## config.mk

```make
export PLATFORM = sky130hd
export DESIGN_NAME = adc_spi_capture
export DESIGN_NICKNAME = d
export VERILOG_FILES = /design/src/rtl/adc_spi_pkg.sv /design/src/rtl/adc_sclk_div.sv /design/src/rtl/adc_spi_capture.sv
export SDC_FILE = /design/constraint.sdc
export NUM_CORES = 1
export LEC_CHECK = 0
export CORE_UTILIZATION = 40
export DETAILED_ROUTE_END_ITERATION = 10
export PLACE_DENSITY_LB_ADDON = 0.1
export SKIP_LAST_GASP = 1
export SLEW_MARGIN = 10
export SYNTH_ARGS = -nofsm -noshare
export SYNTH_HDL_FRONTEND = slang
export SYNTH_HIERARCHICAL = 1
export SYNTH_SLANG_ARGS = --single-unit
```

## constraint.sdc

```tcl
create_clock -name Clk -period 2.7 [get_ports Clk]
set_input_delay 0.27 -clock Clk [delete_from_list [all_inputs] [get_ports Clk]]
set_output_delay 0.27 -clock Clk [all_outputs]
set_load 0.02 [all_outputs]
```

## src/rtl/adc_spi_pkg.sv

```systemverilog
// Shared state encoding and elaboration helpers for the serial-ADC capture front end.
package adc_spi_pkg;

  localparam int FRAME_LEN = 16;

  typedef enum logic [2:0] {
    IDLE,
    SETUP,
    SHIFT,
    HOLD,
    UPDATE
  } state_t;

  function automatic int clog2(input int value);
    int result;
    result = 0;
    while ((1 << result) < value) result++;
    return result;
  endfunction

endpackage

```

## src/rtl/adc_sclk_div.sv

```systemverilog
// Serial clock generator: divides Clk into sclk half-periods and flags the edges that move sclk.
module adc_sclk_div
  import adc_spi_pkg::*;
#(
  parameter int CLK_DIV = 10
) (
  input  logic i_clock,
  input  logic i_reset,
  input  logic i_start,
  input  logic i_run,
  output logic o_fall,
  output logic o_rise,
  output logic o_sclk
);

  localparam int DIV_W = clog2(CLK_DIV + 1);
  localparam logic [DIV_W-1:0] DIV_LAST = DIV_W'(CLK_DIV - 1);

  logic [DIV_W-1:0] r_cnt;
  logic             r_sclk;
  logic             w_halfDone;

  // The first fall comes from i_start so it lands on the same edge the FSM enters SHIFT.
  assign w_halfDone = (r_cnt == DIV_LAST);
  assign o_fall     = i_start || (i_run && r_sclk && w_halfDone);
  assign o_rise     = i_run && !r_sclk && w_halfDone;
  assign o_sclk     = r_sclk;

  always_ff @(posedge i_clock) begin
    if (i_reset) begin
      r_cnt  <= '0;
      r_sclk <= 1'b1;
    end else if (o_fall) begin
      r_cnt  <= '0;
      r_sclk <= 1'b0;
    end else if (o_rise) begin
      r_cnt  <= '0;
      r_sclk <= 1'b1;
    end else if (i_run) begin
      r_cnt  <= r_cnt + DIV_W'(1);
    end else begin
      r_cnt  <= '0;
      r_sclk <= 1'b1;
    end
  end

endmodule

```

## src/rtl/adc_spi_capture.sv

```systemverilog
// Serial-ADC front end: frames a conversion every sample period, checks leading zeros,
// optionally averages 2^AVG_LOG2 frames and presents a registered sample with a strobe.
module adc_spi_capture
  import adc_spi_pkg::*;
#(
  parameter int FRAME_BITS    = FRAME_LEN,
  parameter int DATA_BITS     = 12,
  parameter int LEAD_ZEROS    = 4,
  parameter int CLK_DIV       = 10,
  parameter int CS_SETUP      = 4,
  parameter int CS_HOLD       = 4,
  parameter int SAMPLE_PERIOD = 1000,
  parameter int AVG_LOG2      = 0
) (
  input  logic                 Clk,
  input  logic                 Rest,
  input  logic                 enable,
  input  logic                 DataIn,
  output logic                 cs_1,
  output logic                 sclk_1,
  output logic [DATA_BITS-1:0] sample,
  output logic                 sample_valid,
  output logic                 frame_err,
  output logic                 busy
);

  localparam int PER_W  = clog2(SAMPLE_PERIOD + 1);
  localparam int BIT_W  = clog2(FRAME_BITS + 1);
  localparam int WAIT_W = clog2(((CS_SETUP > CS_HOLD) ? CS_SETUP : CS_HOLD) + 1);
  localparam int ACC_W  = DATA_BITS + AVG_LOG2;
  localparam int AVGC_W = (AVG_LOG2 == 0) ? 1 : AVG_LOG2;

  localparam logic [PER_W-1:0]  PER_LAST   = PER_W'(SAMPLE_PERIOD - 1);
  localparam logic [BIT_W-1:0]  BIT_LAST   = BIT_W'(FRAME_BITS - 1);
  localparam logic [WAIT_W-1:0] SETUP_LAST = WAIT_W'(CS_SETUP - 1);
  localparam logic [WAIT_W-1:0] HOLD_LAST  = WAIT_W'(CS_HOLD - 1);
  localparam logic [AVGC_W-1:0] AVG_LAST   = AVGC_W'((1 << AVG_LOG2) - 1);

  // A period long enough for a whole frame is what guarantees starts never overlap a frame.
  if (SAMPLE_PERIOD < CS_SETUP + 2 * CLK_DIV * FRAME_BITS + CS_HOLD + 2) begin : g_badPeriod
    $error("adc_spi_capture: SAMPLE_PERIOD too short for one frame");
  end
  if (FRAME_BITS != LEAD_ZEROS + DATA_BITS) begin : g_badFrame
    $error("adc_spi_capture: FRAME_BITS must equal LEAD_ZEROS + DATA_BITS");
  end
  if (CLK_DIV < 1 || CS_SETUP < 1 || CS_HOLD < 1 || AVG_LOG2 < 0 || AVG_LOG2 > 4) begin : g_badTiming
    $error("adc_spi_capture: CLK_DIV, CS_SETUP, CS_HOLD must be >= 1 and AVG_LOG2 in 0..4");
  end

  state_t               r_state;
  state_t               w_nextState;
  logic [PER_W-1:0]     r_periodCnt;
  logic [BIT_W-1:0]     r_bitCnt;
  logic [WAIT_W-1:0]    r_waitCnt;
  logic [FRAME_BITS-1:0] r_shift;
  logic [ACC_W-1:0]     r_acc;
  logic [AVGC_W-1:0]    r_avgCnt;
  logic [DATA_BITS-1:0] r_sample;
  logic                 r_valid;
  logic                 r_err;

  logic                 w_start;
  logic                 w_sclkStart;
  logic                 w_fall;
  logic                 w_rise;
  logic                 w_leadBad;
  logic                 w_avgWrap;
  logic [ACC_W-1:0]     w_accSum;
  logic [DATA_BITS-1:0] w_avgOut;

  adc_sclk_div #(
    .CLK_DIV(CLK_DIV)
  ) u_sclkDiv (
    .i_clock(Clk),
    .i_reset(Rest),
    .i_start(w_sclkStart),
    .i_run  (r_state == SHIFT),
    .o_fall (w_fall),
    .o_rise (w_rise),
    .o_sclk (sclk_1)
  );

  if (LEAD_ZEROS > 0) begin : g_lead
    assign w_leadBad = |r_shift[FRAME_BITS-1 -: LEAD_ZEROS];
  end else begin : g_noLead
    assign w_leadBad = 1'b0;
  end

  assign w_start   = enable && (r_periodCnt == '0) && (r_state == IDLE);
  assign w_accSum  = r_acc + ACC_W'(r_shift[DATA_BITS-1:0]);
  assign w_avgOut  = DATA_BITS'(w_accSum >> AVG_LOG2);
  assign w_avgWrap = (AVG_LOG2 == 0) || (r_avgCnt == AVG_LAST);

  assign busy         = (r_state == SETUP) || (r_state == SHIFT) || (r_state == HOLD);
  assign cs_1         = !busy;
  assign sample       = r_sample;
  assign sample_valid = r_valid;
  assign frame_err    = r_err;

  always_comb begin
    w_nextState = r_state;
    w_sclkStart = 1'b0;
    case (r_state)
      IDLE:    if (w_start) w_nextState = SETUP;
      SETUP: begin
        if (r_waitCnt == SETUP_LAST) begin
          w_nextState = SHIFT;
          w_sclkStart = 1'b1;
        end
      end
      SHIFT:   if (w_rise && (r_bitCnt == BIT_LAST)) w_nextState = HOLD;
      HOLD:    if (r_waitCnt == HOLD_LAST) w_nextState = UPDATE;
      UPDATE:  w_nextState = IDLE;
      default: w_nextState = IDLE;
    endcase
  end

  // Frame sequencing; the wait counter restarts on every state change and times SETUP/HOLD.
  always_ff @(posedge Clk) begin
    if (Rest) begin
      r_state     <= IDLE;
      r_periodCnt <= '0;
      r_bitCnt    <= '0;
      r_waitCnt   <= '0;
      r_shift     <= '0;
    end else begin
      r_state <= w_nextState;
      if (!enable || (r_periodCnt == PER_LAST)) r_periodCnt <= '0;
      else r_periodCnt <= r_periodCnt + PER_W'(1);
      if (w_nextState != r_state) r_waitCnt <= '0;
      else r_waitCnt <= r_waitCnt + WAIT_W'(1);
      if (r_state == IDLE) r_bitCnt <= '0;
      else if (w_rise) r_bitCnt <= r_bitCnt + BIT_W'(1);
      if (w_fall) r_shift <= {r_shift[FRAME_BITS-2:0], DataIn};
    end
  end

  always_ff @(posedge Clk) begin
    if (Rest) begin
      r_acc    <= '0;
      r_avgCnt <= '0;
      r_sample <= '0;
      r_valid  <= 1'b0;
      r_err    <= 1'b0;
    end else begin
      r_valid <= 1'b0;
      r_err   <= 1'b0;
      if (r_state == UPDATE) begin
        if (w_leadBad) begin
          r_err <= 1'b1;
        end else begin
          r_avgCnt <= r_avgCnt + AVGC_W'(1);
          if (w_avgWrap) begin
            r_sample <= w_avgOut;
            r_valid  <= 1'b1;
            r_acc    <= '0;
          end else begin
            r_acc <= w_accSum;
          end
        end
      end
    end
  end

endmodule
```

==> Word level (Yosys, flattened, before mapping) <==
Cells that the tools add are included.
{ "totals": {"register_bits": 56, "in_bits": 4, "output_inout_bits": 17, "wordCells": 62} }
{ "classes": {"n_addsub": 4, "eq_ne": 10, "muxes": 12, "bitwise": 3, "reduce_logical": 23} }
{ "ops": {"columns": ["op", "count"], "rows": [
  ["3-bit two-way mux", 4],
  ["3-bit one-hot mux with 4 select lines", 1],
  ["10-bit by 1-bit adder with 10-bit output, second input constant", 1],
  ["10-bit equality test, second input constant", 1],
  ["10-bit zero test", 1],
  ["3-bit by 2-bit equality test with 1-bit output, second input constant", 3],
  ["2-bit OR reduction", 4],
  ["4-bit OR reduction", 2],
  ["1-bit logical AND", 7],
  ["1-bit two-way mux", 7],
  ["5-bit by 1-bit adder with 5-bit output, second input constant", 1],
  ["5-bit by 4-bit equality test with 1-bit output, second input constant", 1],
  ["4-bit by 1-bit adder with 4-bit output, second input constant", 1],
  ["4-bit equality test, second input constant", 1],
  ["1-bit logical OR", 4],
  ["3-bit by 1-bit adder with 3-bit output, second input constant", 1],
  ["3-bit by 1-bit equality test with 1-bit output, second input constant", 1],
  ["3-bit equality test, second input constant", 1],
  ["1-bit zero test", 3],
  ["3-bit zero test", 1],
  ["3-bit inequality test", 1],
  ["3-bit inequality test, second input constant", 1],
  ["1-bit NOT", 3],
  ["2-bit AND reduction", 1]
]} }

==> Longest topological paths before layout <==
{ "logic_depth": {"ltp_word": 8, "mapped_depth": 10} }

==> By module <==
Netlist, hierarchy kept.
{ "by_module_without_submodules": {"columns": ["module", "instances", "cells_per_inst", "area_each_um2"], "rows": [
  ["adc_spi_capture", 1, 212, 2053.2],
  ["adc_sclk_div", 1, 24, 234.0]
]} }

==> Worst setup path after synthesis <==
No wires, ideal clock.
{ "synth_timing": {"path_kind": "register -> register", "startpoint": "reg r_waitCnt[0]", "endpoint": "reg r_shift[10]", "setup_ps": 128, "t_arrival_ps": 1770, "required_ps": 2572, "path_slack_ps": 802, "stages_incl_launch_ff": 10, "n_path_buf": 2, "synth_period_minus_slack_ps": 1898, "cell_sequence": "dfxtp_1 ha_1 ha_1 nand2_1 nor3_1 a31o_2 buf_2 buf_2 mux2i_1 nor2_1"} }
{ "synth_via": {"elab_chain_cells": 4} }
{ "synth_rtl": {"columns": ["element", "line_no", "source"], "rows": [
  ["from (decl)", "adc_spi_capture.sv:54", "logic [WAIT_W-1:0] r_waitCnt;"],
  ["from (signal assigned)", "adc_spi_capture.sv:131", "else r_waitCnt <= r_waitCnt + WAIT_W'(1);"],
  ["3-bit by 2-bit equality test with 1-bit output", "adc_spi_capture.sv:106", "if (r_waitCnt == SETUP_LAST) begin"],
  ["1-bit two-way mux", "adc_spi_capture.sv:106", null],
  ["1-bit two-way mux", "adc_spi_capture.sv:103", "case (r_state)"],
  ["named net w_sclkStart", "adc_spi_capture.sv:63", "logic w_sclkStart;"],
  ["1-bit logical OR", "adc_sclk_div.sv:25", "assign o_fall = i_start || (i_run && r_sclk && w_halfDone);"],
  ["named net w_fall", "adc_spi_capture.sv:64", "logic w_fall;"],
  ["to (signal assigned)", "adc_spi_capture.sv:134", "if (w_fall) r_shift <= {r_shift[FRAME_BITS-2:0], DataIn};"],
  ["to (decl)", "adc_spi_capture.sv:55", "logic [FRAME_BITS-1:0] r_shift;"]
]} }
The timed path passes the listed nets, and every way through them passes these cells.
A chain may end at the register's enable or synchronous reset.

==> Final worst setup path <==
{ "layout_timing": {"startpoint": "reg r_waitCnt[0]", "endpoint": "reg r_shift[9]"} }
Same word-level chain as after synthesis.

==> flow_metrics.tcl <==
set metrics [dict create \
    synth_ff_type "dfxtp_1" \
    drcViolationCount 0 \
    pwr-share-comb_pct 4.3 \
    synth-seq-cells 56 \
    core-area_mm2 0.00551 \
    intPower_w 0.00104 \
    io_buffer_count 20 \
    synth_enable_flop_cells 0 \
    grt_usage_pct 13.7 \
    drtIter0Drc 87 \
    grt_pass1_vias 1470 \
    placed_area_mm2 0.00253 \
    grt_pass1_wl_mm 6.51 \
    synthCells 236 \
    dr.pass1.iters 4 \
    h-tree-depth 2 \
    diodes 0 \
    cts_setup_buffers 0 \
    fin_setup_tns_ps 0 \
    seq_power_share_pct 61.8 \
    seq_area_frac_synth_pct 49.0 \
    hold_class "reg -> reg" \
    timing.slew.headroom_pct 64.3 \
    ir_drop_mv 0.249 \
    wire_per_inst_um 11.1 \
    total_power_w 0.00136 \
    final_cell_count_no_fill 327 \
    cp.required_ps 2910 \
    max_freq_mhz 494 \
    routed_wl_mm 3.64 \
    postCtsResizedCells 0 \
    outcome "completed" \
    clock_power_share_pct 33.9 \
    period_share_pct 75.0 \
    finalHoldViolCount 0 \
    die_area_mm2 0.00602 \
    drive_above_1_share_pct 6.27 \
    crit_path_frequent_cell "ha_1" \
    viasPerCell 4.74 \
    antenna_found_initial 0 \
    hpwlAfterDp_mm 2.53 \
    drv_cap 0 \
    die_height_um 77.6 \
    netlist_area_mm2 0.00229 \
    async_flop_share_pct 0 \
    p_leak_nw 0.990 \
    slew_violations 0 \
    design_area_mm2 0.00262 \
    rrSetupSlack_ps 670 \
    dp.cells 319 \
    fin_skew_ps 8.13 \
    grt_setup_unrepaired "false" \
    slowest_delay_ps 510 \
    insertion_delay_ps 310 \
    num_vias 1549 \
    cts.sinks 56 \
    ant_nets 0 \
    finalCriticalPeriod_ps 2030 \
    numCtsBuffers 5 \
    sw_frac_of_total_pct 23.2 \
    cts_tree "built" \
    crit_type "reg -> reg" \
    crit_slowest_cell "a31o_2" \
    cellPowerDensity_mw_per_mm2 518 \
    initial_utilization_pct 41.5 \
    crit_path_end_kind "flip-flop" \
    cts.path.max_buffers 2 \
    worstPathArrival_ps 2230 \
    syn_area_per_cell_um2 9.69 \
    gp_congestion 0.735 \
    worst_slew_pin_slew_ps 533 \
    die_w_um 77.6 \
    synthToLayoutAreaGrowth_pct 14.7 \
    row_count 27 \
    crit_fanout 16 \
    ys_warn_count 6 \
    clkTransAtPathRegs_ps 100 \
    final_core_util_pct 47.6 \
    switchingPower_w 0.000315 \
    grt_max_degree 29 \
    syn_nets 248 \
    ys_types 36 \
    start_kind "flip-flop" \
    cp_cell_sequence "ha_1 > ha_1 > nand2_1 > nor3_1 > a31o_2 > mux2i_1 > nor2_1" \
    gr-total-overflow 0 \
    cts_hold_repair.buffers 0 \
    cts-root-buf "clkbuf_8" \
    setup_violations 0 \
    nets 266 \
    design.portCount 21 \
]
-- kinds of logic (layout without fill, tap and decap cells) --
| logic type | Yosys count | count (layout) | share of synthesized area (%) |
|---|---|---|---|
| AND/OR/NAND/NOR | 100 | 100 | 22.2 |
| XOR/XNOR | 11 | 11 | 4.21 |
| adder cells (fa/ha/maj) | 8 | 8 | 4.38 |
| multiplexers | 30 | 30 | 13.1 |
| AO/OA/AOI/OAI | 10 | 10 | 2.95 |
| buffers and inverters | 21 | 40 | 4.10 |
| flip-flops | 56 | 56 | 49.0 |
-- routing by layer --
metal	part of all wire [%]	vias up	track usage [%]
li1	-	830	-
met1	53	693	18.0
met2	41	20	20.7
met3	3.6	6	4.00
met4	1.8	0	6.23
met5	0	-	0
-- worst paths after layout --
kind / from / endpoint / cells past startpoint
min reg2reg: r_waitCnt[0]$_SDFF_PP0_ / r_waitCnt[0]$_SDFF_PP0_ / 1
max reg2reg: r_waitCnt[0]$_SDFF_PP0_ / r_shift[9]$_SDFFE_PP0P_ / 7
min: r_waitCnt[0]$_SDFF_PP0_ / r_waitCnt[0]$_SDFF_PP0_ / 1
max: r_waitCnt[0]$_SDFF_PP0_ / r_shift[9]$_SDFFE_PP0P_ / 7
-- layout make-up --
cell class / instances / area (um2)
Clock buffer: 5 / 68.8
Multi-Input combinational cell: 159 / 1070
Timing Repair Buffer: 21 / 208
Clock inverter: 3 / 22.5
Tap cell: 72 / 90.1
Fill cell: 552 / 2880
Inverter: 11 / 41.3
Sequential cell: 56 / 1120
-- power by group through the flow --
stage,logic (W),registers (W),clock network [W]
6_report,0.0000580,0.000840,0.000461
5_1_grt,0.0000664,0.000842,0.000516
4_1_cts,0.0000595,0.000840,0.000484
3_5_place_dp,0.0000593,0.000859,0
3_3_place_gp,0.0000594,0.000859,0
2_1_floorplan,0.0000389,0.000858,0
-- cell usage after synthesis, types with 5 or more instances --
master	instances	area share (%)
nand4_1	6	1.6
xnor2_1	5	1.9
nand3_1	7	1.5
inv_1	11	1.8
nor2_1	54	8.9
ha_1	8	4.4
clkbuf_1	5	0.82
dfxtp_1	56	49
mux2i_1	30	13
nand2_1	8	1.3
xor2_1	6	2.3
nor3_1	6	1.3
-- cell usage in the layout (no fill, tap or decap), drive strengths merged --
cell type and instances:
a211oi 1, a21oi 3, a221oi 1, a31o 1
a31oi 2, and3 3, and3b 1, buf 1
clkbuf 5, clkdlybuf4s50 20, clkinv 2, dfxtp 56
ha 8, inv 12, mux2i 30, nand2 8
nand2b 3, nand3 9, nand4 6, nor2 54
nor3 6, nor3b 1, nor4 2, nor4b 1
nor4bb 1, o211ai 1, o21bai 1, or2 1
or3 3, or4b 1, xnor2 5, xor2 6
-- critical path: cells and delay by family (launching register included) --
kind            cells  cell delay [ps]
compound gates      1              510
mux                 1              280
fa+ha+maj           2              310
simple gates        3              470
flops               1              340
-- flip-flops by register name, summed over array words and instances, names as in the netlist --
signal	count
sample_valid	1
r_state	3
frame_err	1
sample	12
r_waitCnt	3
r_periodCnt	10
u_sclkDiv/o_sclk	1
r_shift	16
u_sclkDiv/r_cnt	4
r_bitCnt	5
-- through the flow --
step	hold WS, ps	worst slack, ps
after floorplan	399	802
after global placement	410	723
after detailed placement	420	683
after CTS	434	675
after global routing	454	437
final	425	674
No activity file was read; power rests on OpenSTA's default activity.
